**src/rtl/instr_fetch_prefetcher.sv**
```systemverilog
// Sequential instruction prefetcher: issues word reads to the IRAM/boot-ROM wrapper,
// buffers returned words with their addresses, and streams them to the core.
//
// state | meaning
// IDLE  | fetching disabled; buffered words still drain to the core
// RUN   | issuing sequential reads whenever the buffer has room
module instr_fetch_prefetcher #(
  parameter int                    ADDR_WIDTH = 17,
  parameter int                    DEPTH      = 2,
  parameter logic [ADDR_WIDTH-1:0] BOOT_ADDR  = 'h10000
) (
  input  logic                  clk,
  input  logic                  rst_n,
  input  logic                  fetch_en_i,
  input  logic                  branch_i,
  input  logic [ADDR_WIDTH-1:0] branch_addr_i,
  output logic                  instr_valid_o,
  input  logic                  instr_ready_i,
  output logic [31:0]           instr_rdata_o,
  output logic [ADDR_WIDTH-1:0] instr_addr_o,
  output logic                  mem_en_o,
  output logic [ADDR_WIDTH-1:0] mem_addr_o,
  output logic                  mem_we_o,
  output logic [3:0]            mem_be_o,
  output logic [31:0]           mem_wdata_o,
  input  logic [31:0]           mem_rdata_i
);

  localparam int PW = (DEPTH > 1) ? $clog2(DEPTH) : 1;
  localparam int CW = PW + 1;
  localparam logic [CW:0] DEPTH_W = (CW+1)'(DEPTH);

  typedef enum logic {IDLE, RUN} state_t;

  state_t                state_q, state_d;
  logic [ADDR_WIDTH-1:0] fetch_addr_q;
  logic [ADDR_WIDTH-1:0] inflight_addr_q;
  logic                  inflight_q;
  logic [PW-1:0]         wr_ptr_q, rd_ptr_q;
  logic [CW-1:0]         count_q;
  logic [31:0]           data_q [DEPTH];
  logic [ADDR_WIDTH-1:0] addr_q [DEPTH];
  logic                  pop, push, issue;
  logic [CW:0]           fill;
  logic                  unused_addr_lsb;

  assign unused_addr_lsb = ^branch_addr_i[1:0];

  assign instr_valid_o = (count_q != '0);
  assign pop  = instr_valid_o & instr_ready_i;
  assign push = inflight_q & ~branch_i;
  // Occupancy the buffer will see once the outstanding read lands, net of this cycle's pop.
  assign fill = {1'b0, count_q} + {{CW{1'b0}}, inflight_q} - {{CW{1'b0}}, pop};

  always_comb begin
    state_d = state_q;
    issue   = 1'b0;
    if (!branch_i) begin
      case (state_q)
        IDLE:    if (fetch_en_i)  state_d = RUN;
        RUN:     if (!fetch_en_i) state_d = IDLE;
        default: state_d = IDLE;
      endcase
    end
    issue = (state_q == RUN) && fetch_en_i && !branch_i && (fill < DEPTH_W);
  end

  assign mem_en_o    = issue;
  assign mem_addr_o  = fetch_addr_q;
  assign mem_we_o    = 1'b0;
  assign mem_be_o    = 4'hF;
  assign mem_wdata_o = 32'h0;

  always_ff @(posedge clk or negedge rst_n) begin
    if (!rst_n) state_q <= IDLE;
    else        state_q <= state_d;
  end

  always_ff @(posedge clk or negedge rst_n) begin
    if (!rst_n) begin
      fetch_addr_q    <= BOOT_ADDR;
      inflight_addr_q <= '0;
      inflight_q      <= 1'b0;
      wr_ptr_q        <= '0;
      rd_ptr_q        <= '0;
      count_q         <= '0;
    end else if (branch_i) begin
      // Redirect wins over everything: the in-flight response and any pop are dropped.
      fetch_addr_q <= {branch_addr_i[ADDR_WIDTH-1:2], 2'b00};
      inflight_q   <= 1'b0;
      wr_ptr_q     <= '0;
      rd_ptr_q     <= '0;
      count_q      <= '0;
    end else begin
      inflight_q <= issue;
      if (issue) begin
        fetch_addr_q    <= fetch_addr_q + ADDR_WIDTH'(4);
        inflight_addr_q <= fetch_addr_q;
      end
      if (push) wr_ptr_q <= wr_ptr_q + PW'(1);
      if (pop)  rd_ptr_q <= rd_ptr_q + PW'(1);
      case ({push, pop})
        2'b10:   count_q <= count_q + CW'(1);
        2'b01:   count_q <= count_q - CW'(1);
        default: count_q <= count_q;
      endcase
    end
  end

  always_ff @(posedge clk) begin
    if (push) begin
      data_q[wr_ptr_q] <= mem_rdata_i;
      addr_q[wr_ptr_q] <= inflight_addr_q;
    end
  end

  assign instr_rdata_o = instr_valid_o ? data_q[rd_ptr_q] : '0;
  assign instr_addr_o  = instr_valid_o ? addr_q[rd_ptr_q] : '0;

`ifndef SYNTHESIS
  assert property (@(posedge clk) disable iff (!rst_n) count_q <= CW'(DEPTH));
`endif

endmodule
```
**config.mk**
```make
export PLATFORM = sky130hd
export DESIGN_NAME = instr_fetch_prefetcher
export DESIGN_NICKNAME = d
export VERILOG_FILES = /design/src/rtl/instr_fetch_prefetcher.sv
export SDC_FILE = /design/constraint.sdc
export NUM_CORES = 1
export LEC_CHECK = 0
export BUFFER_PORTS_ARGS = -buffer_cell sky130_fd_sc_hd__buf_4
export CAP_MARGIN = 20
export CELL_PAD_IN_SITES_DETAIL_PLACEMENT = 1
export CELL_PAD_IN_SITES_GLOBAL_PLACEMENT = 1
export CORE_MARGIN = 2
export CORE_UTILIZATION = 41
export DETAILED_ROUTE_END_ITERATION = 8
export PLACE_DENSITY_LB_ADDON = 0.1
export SYNTH_ARGS = -nofsm -noshare
export SYNTH_HDL_FRONTEND = slang
export SYNTH_SLANG_ARGS = --single-unit
```
**constraint.sdc**
```tcl
create_clock -name clk -period 6.58 [get_ports clk]
set_input_delay 0.329 -clock clk [delete_from_list [all_inputs] [get_ports clk]]
set_output_delay 0.329 -clock clk [all_outputs]
set_load 0.01 [all_outputs]
```
==> results of run 1 <==
==> power breakdown <==
part           internal (uW)  leakage (uW)  switching, uW
clock                    564      0.000275            325
combinational           80.1       0.00133           95.4
sequential               936       0.00130           39.5
total                   1580       0.00290            459
==> cell usage after synthesis (2+ instances only) <==
cell type,number,area (um^2)
edfxtp_1,94,2820
nand2_1,59,221
nor2_1,54,203
mux2i_1,48,480
buf_4,45,338
dfrtp_1,35,876
clkbuf_1,9,33.8
o21ai_0,9,45.0
buf_2,7,35.0
inv_1,6,22.5
nand3_1,5,25.0
a21oi_1,4,20.0
a221o_1,4,40.0
o311ai_2,4,65.1
and4_1,3,26.3
buf_6,3,33.8
nand4_1,3,18.8
o211ai_2,3,37.5
xnor2_1,3,26.3
and3_1,2,12.5
and4b_1,2,20.0
conb_1,2,7.51
nor3b_1,2,15.0
nor4_1,2,12.5
o21ai_1,2,10.0
o311ai_1,2,17.5
xor2_1,2,17.5
==> worst max-delay path, cell delays in order (launching register included) <==
cell     delay, ps
dfrtp_1        570
nand2_1        130
mux2i_1        250
nand2_1        110
fa_1           570
and4b_1        270
nand2_2        360
inv_1          690
buf_4          240
==> what timing repair did <==
action                    4_1_cts  5_1_grt
hold endpoints to repair       35        0
hold buffers                    1        0
resized for setup               0        0
==> flip-flops by register name (all words and copies together), names as in the netlist <==
signal / count
addr_q: 30
count_q: 2
data_q: 64
inflight_addr_q: 15
inflight_q: 1
mem_addr_o: 15
rd_ptr_q: 1
state_q: 1
wr_ptr_q: 1
==> placed cells by master (no fill, tap or decap), types with 4 or more instances in the layout <==
cell type / netlist / layout
conb_1: 2 / 41
nand2_1: 59 / 59
clkinvlp_4: 0 / 4
inv_1: 6 / 6
clkbuf_16: 0 / 19
clkbuf_8: 0 / 4
a221o_1: 4 / 4
dfrtp_1: 35 / 34
buf_4: 45 / 117
o311ai_2: 4 / 4
o21ai_0: 9 / 9
edfxtp_1: 94 / 94
nor2_1: 54 / 53
mux2i_1: 48 / 48
a21oi_1: 4 / 4
nand3_1: 5 / 5
==> metal layers <==
| metal | vias up | wire (um) | track usage |
|---|---|---|---|
| met5 | - | 0 | 0 |
| met4 | 0 | 160 | 0.0733 |
| met3 | 10 | 590 | 0.0451 |
| met2 | 103 | 5540 | 0.256 |
| met1 | 1742 | 5390 | 0.210 |
| li1 | 1706 | - | - |
==> layout make-up <==
class                           instances  area [um^2]
Fill cell                            1452         6580
Inverter                                6         22.5
Sequential cell                       130         3730
Multi-Input combinational cell        275         1700
Timing Repair Buffer                  120          936
Clock inverter                          7         43.8
Clock buffer                           25          538
Tap cell                              180          225
==> worst max-delay path by stage <==
stage,startpoint,end,slack (ps),cells after the start
global placement,count_q[1],mem_en_o,3170,8
global route,count_q[1],mem_en_o,2380,8
detailed placement,count_q[1],mem_en_o,3020,8
floorplan,branch_i,addr_q[0][10],1910,3
finish,count_q[1],mem_en_o,2630,8
CTS,count_q[1],mem_en_o,2560,8
==> kinds of logic (layout without fill, tap and decap cells) <==
| logic type | after synthesis | in the layout | share of synthesized area |
|---|---|---|---|
| AOI/OAI and AO/OA | 39 | 39 | 0.0588 |
| xor gates and xnor gates | 6 | 6 | 0.0105 |
| adders and majority gates | 2 | 2 | 0.00568 |
| buffers and inverters | 70 | 158 | 0.0808 |
| DFF | 130 | 130 | 0.650 |
| muxes | 49 | 49 | 0.0858 |
| other | 2 | 41 | 0.00131 |
| and+or+nand+nor | 138 | 138 | 0.107 |
==> metrics by stage <==
step	setup slack, ps	cell area (um^2)	hold slack (ps)
detailed placement	3020	6600	323
floorplan	1910	5880	33.4
global placement	3170	6550	321
global route	2380	7190	78.9
finish	2630	7190	105
CTS	2560	7190	79.9
==> run metrics, run 1 <==
Max Cap Viol 0; Ant. Diodes 0; RSZ-0062 raised after global routing false; row count 43; Seq/Total Area, Yosys 0.650; Max H-tree Level 4; synthesized cell area 0.00573 mm^2; clock latency on the worst-skew pair 410 ps; Final Cycle Share 0.600; reg2reg end mem_addr_o[5]; TritonCTS Sinks 130; outcome complete, no violations; post-detailed-route DRC marker count 0; Synth warnings 0; vias per cell 4.79; io pins 159; Avg Inst Size Synth 13.1 um^2; crit path capture type output pin; first-pass GRT wire length 18.2 mm; layout cells sized above 1 0.297; Initial Util 0.416; CP arrival 3620 ps; wire length per cell 15.7 um; final core utilization 0.522; TritonCTS clock tree yes; Power Dens Cells 284 mW/mm^2; R2R cell count 9; R2R setup slack 3100 ps; FMAX 0.253 GHz; routability cong. 0.796; postcts setup bufs 0; Worst R2R Start count_q[1]; relative slew slack 0.429; register bit total from synthesis 130; startpoint types flip-flop; post-layout power 2040 uW; Worst IR Drop VDD 0.000174 V; GRT Util Overall 0.162; CTS root buffer clkbuf_16; via count 3,561; worst-margin pin slew 857 ps; Inserted Clock Buffers 17; P&R area growth vs syn 25.6%; Post-synth EDFFs 94; antenna-violating nets left 0; Mapped Cells 436; antenna violations before repair 0; CTS max path bufs 2; Final Setup Violations 0; WP data required 6250 ps; Nets 606; final WL 11.7 mm; critical path class flip-flop to output pin; Final Max Tran Viols 0; setup TNS 0 ps; Hold EP data_q[1][18]; post-placement cell count 710; DIE HEIGHT 122 um; Final Hold Viols 0; P_leak 0.00290 uW; 1st-iter DRT viols 201; Core Area 0.0138 mm^2; TritonRoute pass-1 iters 4; dpl hpwl 7.73 mm; library cells used by synthesis 49; WHS Path Cells 1; die footprint 0.0149 mm^2; I/O Buffers 115; fraction of registers with async set/reset 0.277; Hold Path Class input port to flip-flop; worst hold path startpoint mem_rdata_i[18]; minimum clock period 3950 ps; clk_skew 7.01 ps; crit path max fanout 31; largest net degree at the start of global routing 49; die width 122 um; vias in the first global route 3,633; Post-synth top flop edfxtp_1; Overflow after GRT 0; Finished Layout Cells 743; clock slew at reported path FFs 60 ps
(Power assumes the default switching activity.)
==> run 2: changes to the inputs <==
CORE_UTILIZATION = 37   (was 41)
clock period = 3.5 ns   (was 6.58 ns; I/O delays follow)
==> run 2 against run 1 <==
Global-route usage grew 0.12 points. Via count grew 6.6%. Sequential share of layout area shrank 3.4 points. Largest power group unchanged.
==> run metrics, run 2 (same netlist as run 1, synthesis figures left out) <==
outcome complete, no violations (unchanged); Core Area 0.0151 mm^2 (was 0.0138 mm^2); critical path class flip-flop to output pin (unchanged); minimum clock period 3080 ps; Max Cap Viol 0 (unchanged); CTS root buffer clkbuf_16 (unchanged); row count 45 (was 43); clock slew at reported path FFs 50 ps (was 60 ps); Layout fillers 1,557 (was 1,452); antenna violations before repair 0 (unchanged); WHS Path Cells 2 (was 1); R2R cell count 9 (unchanged); met2 usage 0.272 (was 0.256); most frequent cells in the layout buf_4 (121), edfxtp_1 (94), nand2_1 (59), nor2_1 (53), mux2i_1 (48) (was buf_4 (117), edfxtp_1 (94), nand2_1 (59), nor2_1 (53), mux2i_1 (48)); CP arrival 2910 ps (was 3620 ps); Max H-tree Level 4 (unchanged); vias in the first global route 3,945 (was 3,633); antenna-violating nets left 0 (unchanged); Slowest-stage cell, CP dfrtp_1 (was inv_1); Biggest register data_q (unchanged); WP data required 3320 ps (was 6250 ps); WHS 28.6 ps (was 105 ps); Final Cycle Share 0.880; FMAX 0.324 GHz; Final Setup Violations 0 (unchanged); Hold Path Class input port to flip-flop (unchanged); CTS max path bufs 2 (unchanged); final WL 13.1 mm (was 11.7 mm); most used cell, CP nand2_1 (unchanged); post-placement cell count 721 (was 710); worst-margin pin slew 665 ps (was 857 ps); DIE HEIGHT 128 um (was 122 um); P&R area growth vs syn 34.3% (was 25.6%); via count 3,796 (was 3,561); Ant. Diodes 0 (unchanged); crit path buf inv count 2 (unchanged); Worst IR Drop VDD 0.000351 V (was 0.000174 V); I/O Buffers 115 (unchanged); post-layout power 4020 uW (was 2040 uW); CP max stage delay 570 ps (was 690 ps); Crit path depth 8 (unchanged); Final Hold Viols 0 (unchanged); biggest regs data_q: 64 flops, addr_q: 30 flops (unchanged); relative slew slack 0.557 (was 0.429); crit path max fanout 11 (was 31); TritonCTS Sinks 130 (unchanged); largest net degree at the start of global routing 48 (was 49); GRT busiest layer met2 (unchanged); die width 128 um (was 122 um); die footprint 0.0165 mm^2 (was 0.0149 mm^2); clock latency on the worst-skew pair 410 ps (about the same); wire length per cell 16.4 um (was 15.7 um); max reg flops 64 (unchanged); Nets 655 (was 606); layout cells sized above 1 0.276 (was 0.297); P_leak 0.00311 uW (was 0.00290 uW); Finished Layout Cells 800 (was 743); met1 Track Usage GR 0.205 (was 0.210); Final Max Tran Viols 0 (unchanged); CP cell instances nand2_1 > mux2i_1 > nand2_1 > fa_1 > and4b_1 > nand2_2 > clkinvlp_4 > buf_4 (was nand2_1 > mux2i_1 > nand2_1 > fa_1 > and4b_1 > nand2_2 > inv_1 > buf_4); crit path capture type output pin (unchanged); io pins 159 (unchanged); TritonCTS clock tree yes (unchanged); clk_skew 9.62 ps (was 7.01 ps); CP delay by family, top simple AND/OR/NAND/NOR gates (was buffers and inverters); final core utilization 0.508 (was 0.522); TritonRoute pass-1 iters 5 (was 4); setup TNS 0 ps (unchanged); startpoint types flip-flop (unchanged); 1st-iter DRT viols 191 (was 201); routability cong. 0.717 (was 0.796); vias per cell 4.75 (was 4.79); grt met3 use 0.0374 (was 0.0451); most common cell after layout, fill and taps aside buf_4 (unchanged); Overflow after GRT 0 (unchanged); Inserted Clock Buffers 17 (unchanged); Power Dens Cells 522 mW/mm^2 (was 284 mW/mm^2); first-pass GRT wire length 20.5 mm (was 18.2 mm); post-detailed-route DRC marker count 0 (unchanged); RSZ-0062 raised after global routing false (unchanged); GRT Util Overall 0.163 (was 0.162); dpl hpwl 8.26 mm (was 7.73 mm); Initial Util 0.378 (was 0.416)
==> run 2: where the power goes <==
part           internal [uW]  switching (uW)  total [uW]
registers               1760            80.8        1840
logic                    184             190         374
clock network           1190             608        1800
==> run 2: layout make-up <==
class,count,area [um^2],area share
timing repair buffer,168,1390,0.181
timing repair inverter,1,5.00,0.000651
sequential,130,3730,0.484
inverter,6,26.3,0.00342
tap,188,235,0.0306
clock buffer,27,503,0.0654
clock inverter,5,100,0.0130
multi-input combinational,275,1710,0.222
==> run 2: per-stage QoR <==
stage          cell area (um^2)  setup WS (ps)
2_1_floorplan              5880            608
3_3_place_gp               6620            625
3_5_place_dp               6620            539
4_1_cts                    7680           98.8
5_1_grt                    7690            134
6_report                   7690            418
==> run 2: metal layers <==
| metal | part of all wire | routed length, um | vias up |
|---|---|---|---|
| met5 | 0 | 0 | - |
| met4 | 0.011 | 150 | 0 |
| li1 | - | - | 1801 |
| met1 | 0.45 | 5860 | 1868 |
| met2 | 0.49 | 6400 | 115 |
| met3 | 0.051 | 666 | 12 |
==> run 2: worst reg2reg max path, stage by stage, from the launching register on <==
cell	delay, ps
dfrtp_1	570
nand2_1	120
mux2i_1	230
nand2_1	100
fa_1	520
and4b_1	250
nand2_2	180
clkinvlp_4	290
a21o_1	240
a221o_1	280
==> run 2: path summary, 6_finish.rpt <==
| kind | startpoint | endpoint | slack [ps] |
|---|---|---|---|
| worst min register to register | inflight_addr_q[5] | addr_q[0][5] | 460 |
| worst max register to register | count_q[1] | mem_addr_o[5] | 600 |
| worst min-delay path | instr_ready_i | count_q[1] | 30 |
| min in group asynchronous | rst_n | mem_addr_o[3] | 270 |
| max in group asynchronous | rst_n | rd_ptr_q | 2850 |
| worst max-delay path | count_q[1] | mem_en_o | 420 |
==> run 2: timing repair <==
action,in CTS,in global routing
buffers inserted,0,0
resized for setup,0,1
endpoints found under the hold margin,112,0
endpoints found under the setup margin,0,1
hold buffers,46,0
==> run 3: changes to the inputs <==
ABC_AREA = 1   (was default)
ABC_CLOCK_PERIOD_IN_PS = 3500   (was default)
CORE_UTILIZATION = 36   (was 37)
==> run 3 against run 2 <==
Fmax rose by 3.9%. Utilization is 1.8 points lower. Design area is 1.1% higher. Largest cell class unchanged. Non-clock buffer count decreased by 3. Clock skew fell by 1.2 ps. Combinational power increased by 72%. Die area grew 4.8%. Synthesized cell count grew 30%. Clock-buffer cell count fell by 6. Clock power about the same. Highest routed layer unchanged.
==> run metrics, run 3 <==
outcome complete, no violations (unchanged); DIE HEIGHT 131 um (was 128 um); WHS 40.0 ps (was 28.6 ps); crit path buf inv count 2 (unchanged); fraction of registers with async set/reset 0.277 (unchanged); Final Setup Violations 0 (unchanged); P_int 3260 uW (was 3140 uW); TritonCTS Sinks 130 (unchanged); register bit total from synthesis 130 (unchanged); dpl hpwl 9.29 mm (was 8.26 mm); CP max stage delay 540 ps (was 570 ps); Inserted Clock Buffers 17 (unchanged); Worst R2R Start count_q[1] (unchanged); most frequent cells in the layout nand2_1 (195), buf_4 (122), edfxtp_1 (94), a21oi_1 (49), dlygate4sd3_1 (43) (was buf_4 (121), edfxtp_1 (94), nand2_1 (59), nor2_1 (53), mux2i_1 (48)); most used cell, CP nand2_1 (unchanged); Final Cycle Share 0.848 (was 0.880); WP data required 3320 ps (about the same); setup TNS 0 ps (unchanged); RSZ-0062 raised after global routing false (unchanged); Worst IR Drop VDD 0.000373 V (was 0.000351 V); critical path class flip-flop to output pin (unchanged); Ant. Diodes 0 (unchanged); vias per cell 4.61 (was 4.75); TritonRoute pass-1 iters 4 (was 5); worst hold path startpoint branch_addr_i[14] (was instr_ready_i); I/O Buffers 115 (unchanged); largest net degree at the start of global routing 49 (was 48); Power Dens Cells 562 mW/mm^2 (was 522 mW/mm^2); die width 131 um (was 128 um); CTS Hold Bufs 43 (was 46); Slowest-stage cell, CP dfrtp_1 (unchanged); Synth area leader edfxtp_1 (unchanged); relative slew slack 0.487 (was 0.557); final WL 14.8 mm (was 13.1 mm); Nets 780 (was 655); P&R area growth vs syn 32.9% (was 34.3%); crit path capture type output pin (unchanged); TritonCTS clock tree yes (unchanged); Synth warnings 0 (unchanged); most frequent cell after synthesis nand2_1 (was edfxtp_1); postcts setup bufs 0 (unchanged); Post-synth top flop edfxtp_1 (unchanged); library cells used by synthesis 34 (was 49); post-cts repair resize count 0 (unchanged); Avg Inst Size Synth 10.3 um^2 (was 13.1 um^2); startpoint types flip-flop (unchanged); most common cell after layout, fill and taps aside nand2_1 (was buf_4); CTS root buffer clkbuf_16 (unchanged); wire length per cell 15.5 um (was 16.4 um); Flop pwr share 0.436 (was 0.458); switching pwr 1110 uW (was 878 uW); via count 4,390 (was 3,796); vias in the first global route 4,627 (was 3,945); pre-CTS worst setup slack 929 ps (was 539 ps); final worst slack 533 ps (was 418 ps); antenna violations before repair 0 (unchanged); routability cong. 0.752 (was 0.717); Biggest register data_q (unchanged); minimum clock period 2970 ps (was 3080 ps); Comb power frac 0.147 (was 0.093); max reg flops 64 (unchanged); Hold Path Class input port to flip-flop (unchanged); layout cells sized above 1 0.239 (was 0.276); Initial Util 0.368 (was 0.378); P_leak 0.00337 uW (was 0.00311 uW); Worst Setup SP count_q[1] (unchanged); Seq/Total Area, Yosys 0.637 (was 0.650); CP delay by family, top simple AND/OR/NAND/NOR gates (unchanged); GRT Util Overall 0.174 (was 0.163); Overflow after GRT 0 (unchanged); Core Area 0.0159 mm^2 (was 0.0151 mm^2); most frequent cells after synthesis nand2_1 (195), edfxtp_1 (94), a21oi_1 (49) (was edfxtp_1 (94), nand2_1 (59), nor2_1 (54)); worst-margin pin slew 768 ps (was 665 ps); clock share of power 0.416 (was 0.449); die footprint 0.0173 mm^2 (was 0.0165 mm^2); Mapped Cells 566 (was 436); clock latency on the worst-skew pair 420 ps (was 410 ps); biggest regs data_q: 64 flops, addr_q: 30 flops (unchanged); FMAX 0.337 GHz (was 0.324 GHz); synthesized cell area 0.00585 mm^2 (was 0.00573 mm^2); post-layout power 4370 uW (was 4020 uW); antenna-violating nets left 0 (unchanged); Final Max Tran Viols 0 (unchanged); Post-synth EDFFs 94 (unchanged); Finished Layout Cells 953 (was 800); post-placement cell count 878 (was 721); Max H-tree Level 4 (unchanged); Sw Ratio 0.255 (was 0.219); row count 46 (was 45); clk_skew 8.46 ps (was 9.62 ps); top-area cell type share of the netlist area 0.482 (was 0.493); first-pass GRT wire length 23.8 mm (was 20.5 mm); crit path max fanout 31 (was 11); io pins 159 (unchanged); CTS max path bufs 2 (unchanged); 1st-iter DRT viols 240 (was 191); Final Hold Viols 0 (unchanged); clock slew at reported path FFs 60 ps (was 50 ps); CP arrival 2790 ps (was 2910 ps); Max Cap Viol 0 (unchanged); post-detailed-route DRC marker count 0 (unchanged); CP cell instances nor2_4 > nor2_1 > nand2_1 > o21ai_0 > nand2_1 > fa_1 > nand2_1 > nor2_4 > nand2_4 > inv_6 > buf_4 (was nand2_1 > mux2i_1 > nand2_1 > fa_1 > and4b_1 > nand2_2 > clkinvlp_4 > buf_4); top cells by area, synth edfxtp_1 (48%), dfrtp_1 (15%), nand2_1 (13%) (was edfxtp_1 (49%), dfrtp_1 (15%), mux2i_1 (8.4%))
==> run 3: changes by cell type in the layout (fill, tap and decap cells not counted), moves of 6 or more <==
cell | previous run | this run
inv_1 | 5 | 27
nand2_1 | 59 | 195
nand3_1 | 5 | 33
a21oi_1 | 4 | 49
mux2i_1 | 48 | 0
o21ai_1 | 2 | 10
nor2_1 | 53 | 10
nor2_2 | 0 | 6
==> run 3: kinds of logic (layout without fill, tap and decap cells) <==
kind of cell,Yosys count,in the layout,synth area share
flops,130,130,0.637
other cells,2,41,0.00128
compound gates,69,69,0.0618
xor+xnor,1,1,0.00150
simple gates,267,267,0.194
fa+ha+maj,2,2,0.00556
buf+inv,95,227,0.0992
==> run 3: power by group through the flow <==
stage	Sequential [uW]	Clock (uW)	Combinational [uW]
2_1_floorplan	1910	0	379
3_3_place_gp	1930	0	595
3_5_place_dp	1940	0	612
4_1_cts	1910	1850	656
5_1_grt	1920	1920	722
6_report	1910	1820	645
==> run 3: through the flow <==
| step | util | cell area (um^2) |
|---|---|---|
| after floorplan | - | 6000 |
| after global placement | 0.425 | 6750 |
| after detailed placement | 0.425 | 6750 |
| after CTS | 0.490 | 7780 |
| after global routing | 0.490 | 7780 |
| final | 0.490 | 7780 |
==> run 3: worst register-to-register path, cell delays in order (launching register included) <==
cell and delay, ps:
dfrtp_1 540, nor2_4 50, nor2_1 140, nand2_1 90
o21ai_0 80, nand2_1 90, fa_1 500, nand2_1 90
nor2_4 130, nand2_4 240, inv_6 260, nand2_1 90
nand3_1 80, nand2_1 50
==> run 3: path summary, 6_finish.rpt <==
check | cells past startpoint | end | slack (ps)
max | 11 | mem_en_o | 530
min | 5 | mem_addr_o[14] | 40
max reg2reg | 13 | mem_addr_o[2] | 950
min reg2reg | 0 | addr_q[1][5] | 480
max in group asynchronous | 2 | mem_addr_o[16] | 2880
min in group asynchronous | 2 | mem_addr_o[3] | 250
==> run 3: layout make-up <==
| class | count | area [um^2] |
|---|---|---|
| tap | 216 | 270 |
| inverter | 30 | 120 |
| sequential | 130 | 3720 |
| clock inverter | 11 | 161 |
| timing repair buffer | 165 | 1350 |
| clock buffer | 21 | 440 |
| fill | 1788 | 8110 |
| multi-input combinational | 380 | 1720 |
==> run 3: routing by layer <==
layer	track usage	vias up	share of wire
li1	-	2131	-
met5	0	-	0
met1	0.211	2130	0.43
met3	0.0343	19	0.038
met2	0.307	110	0.51
met4	0.0658	0	0.016
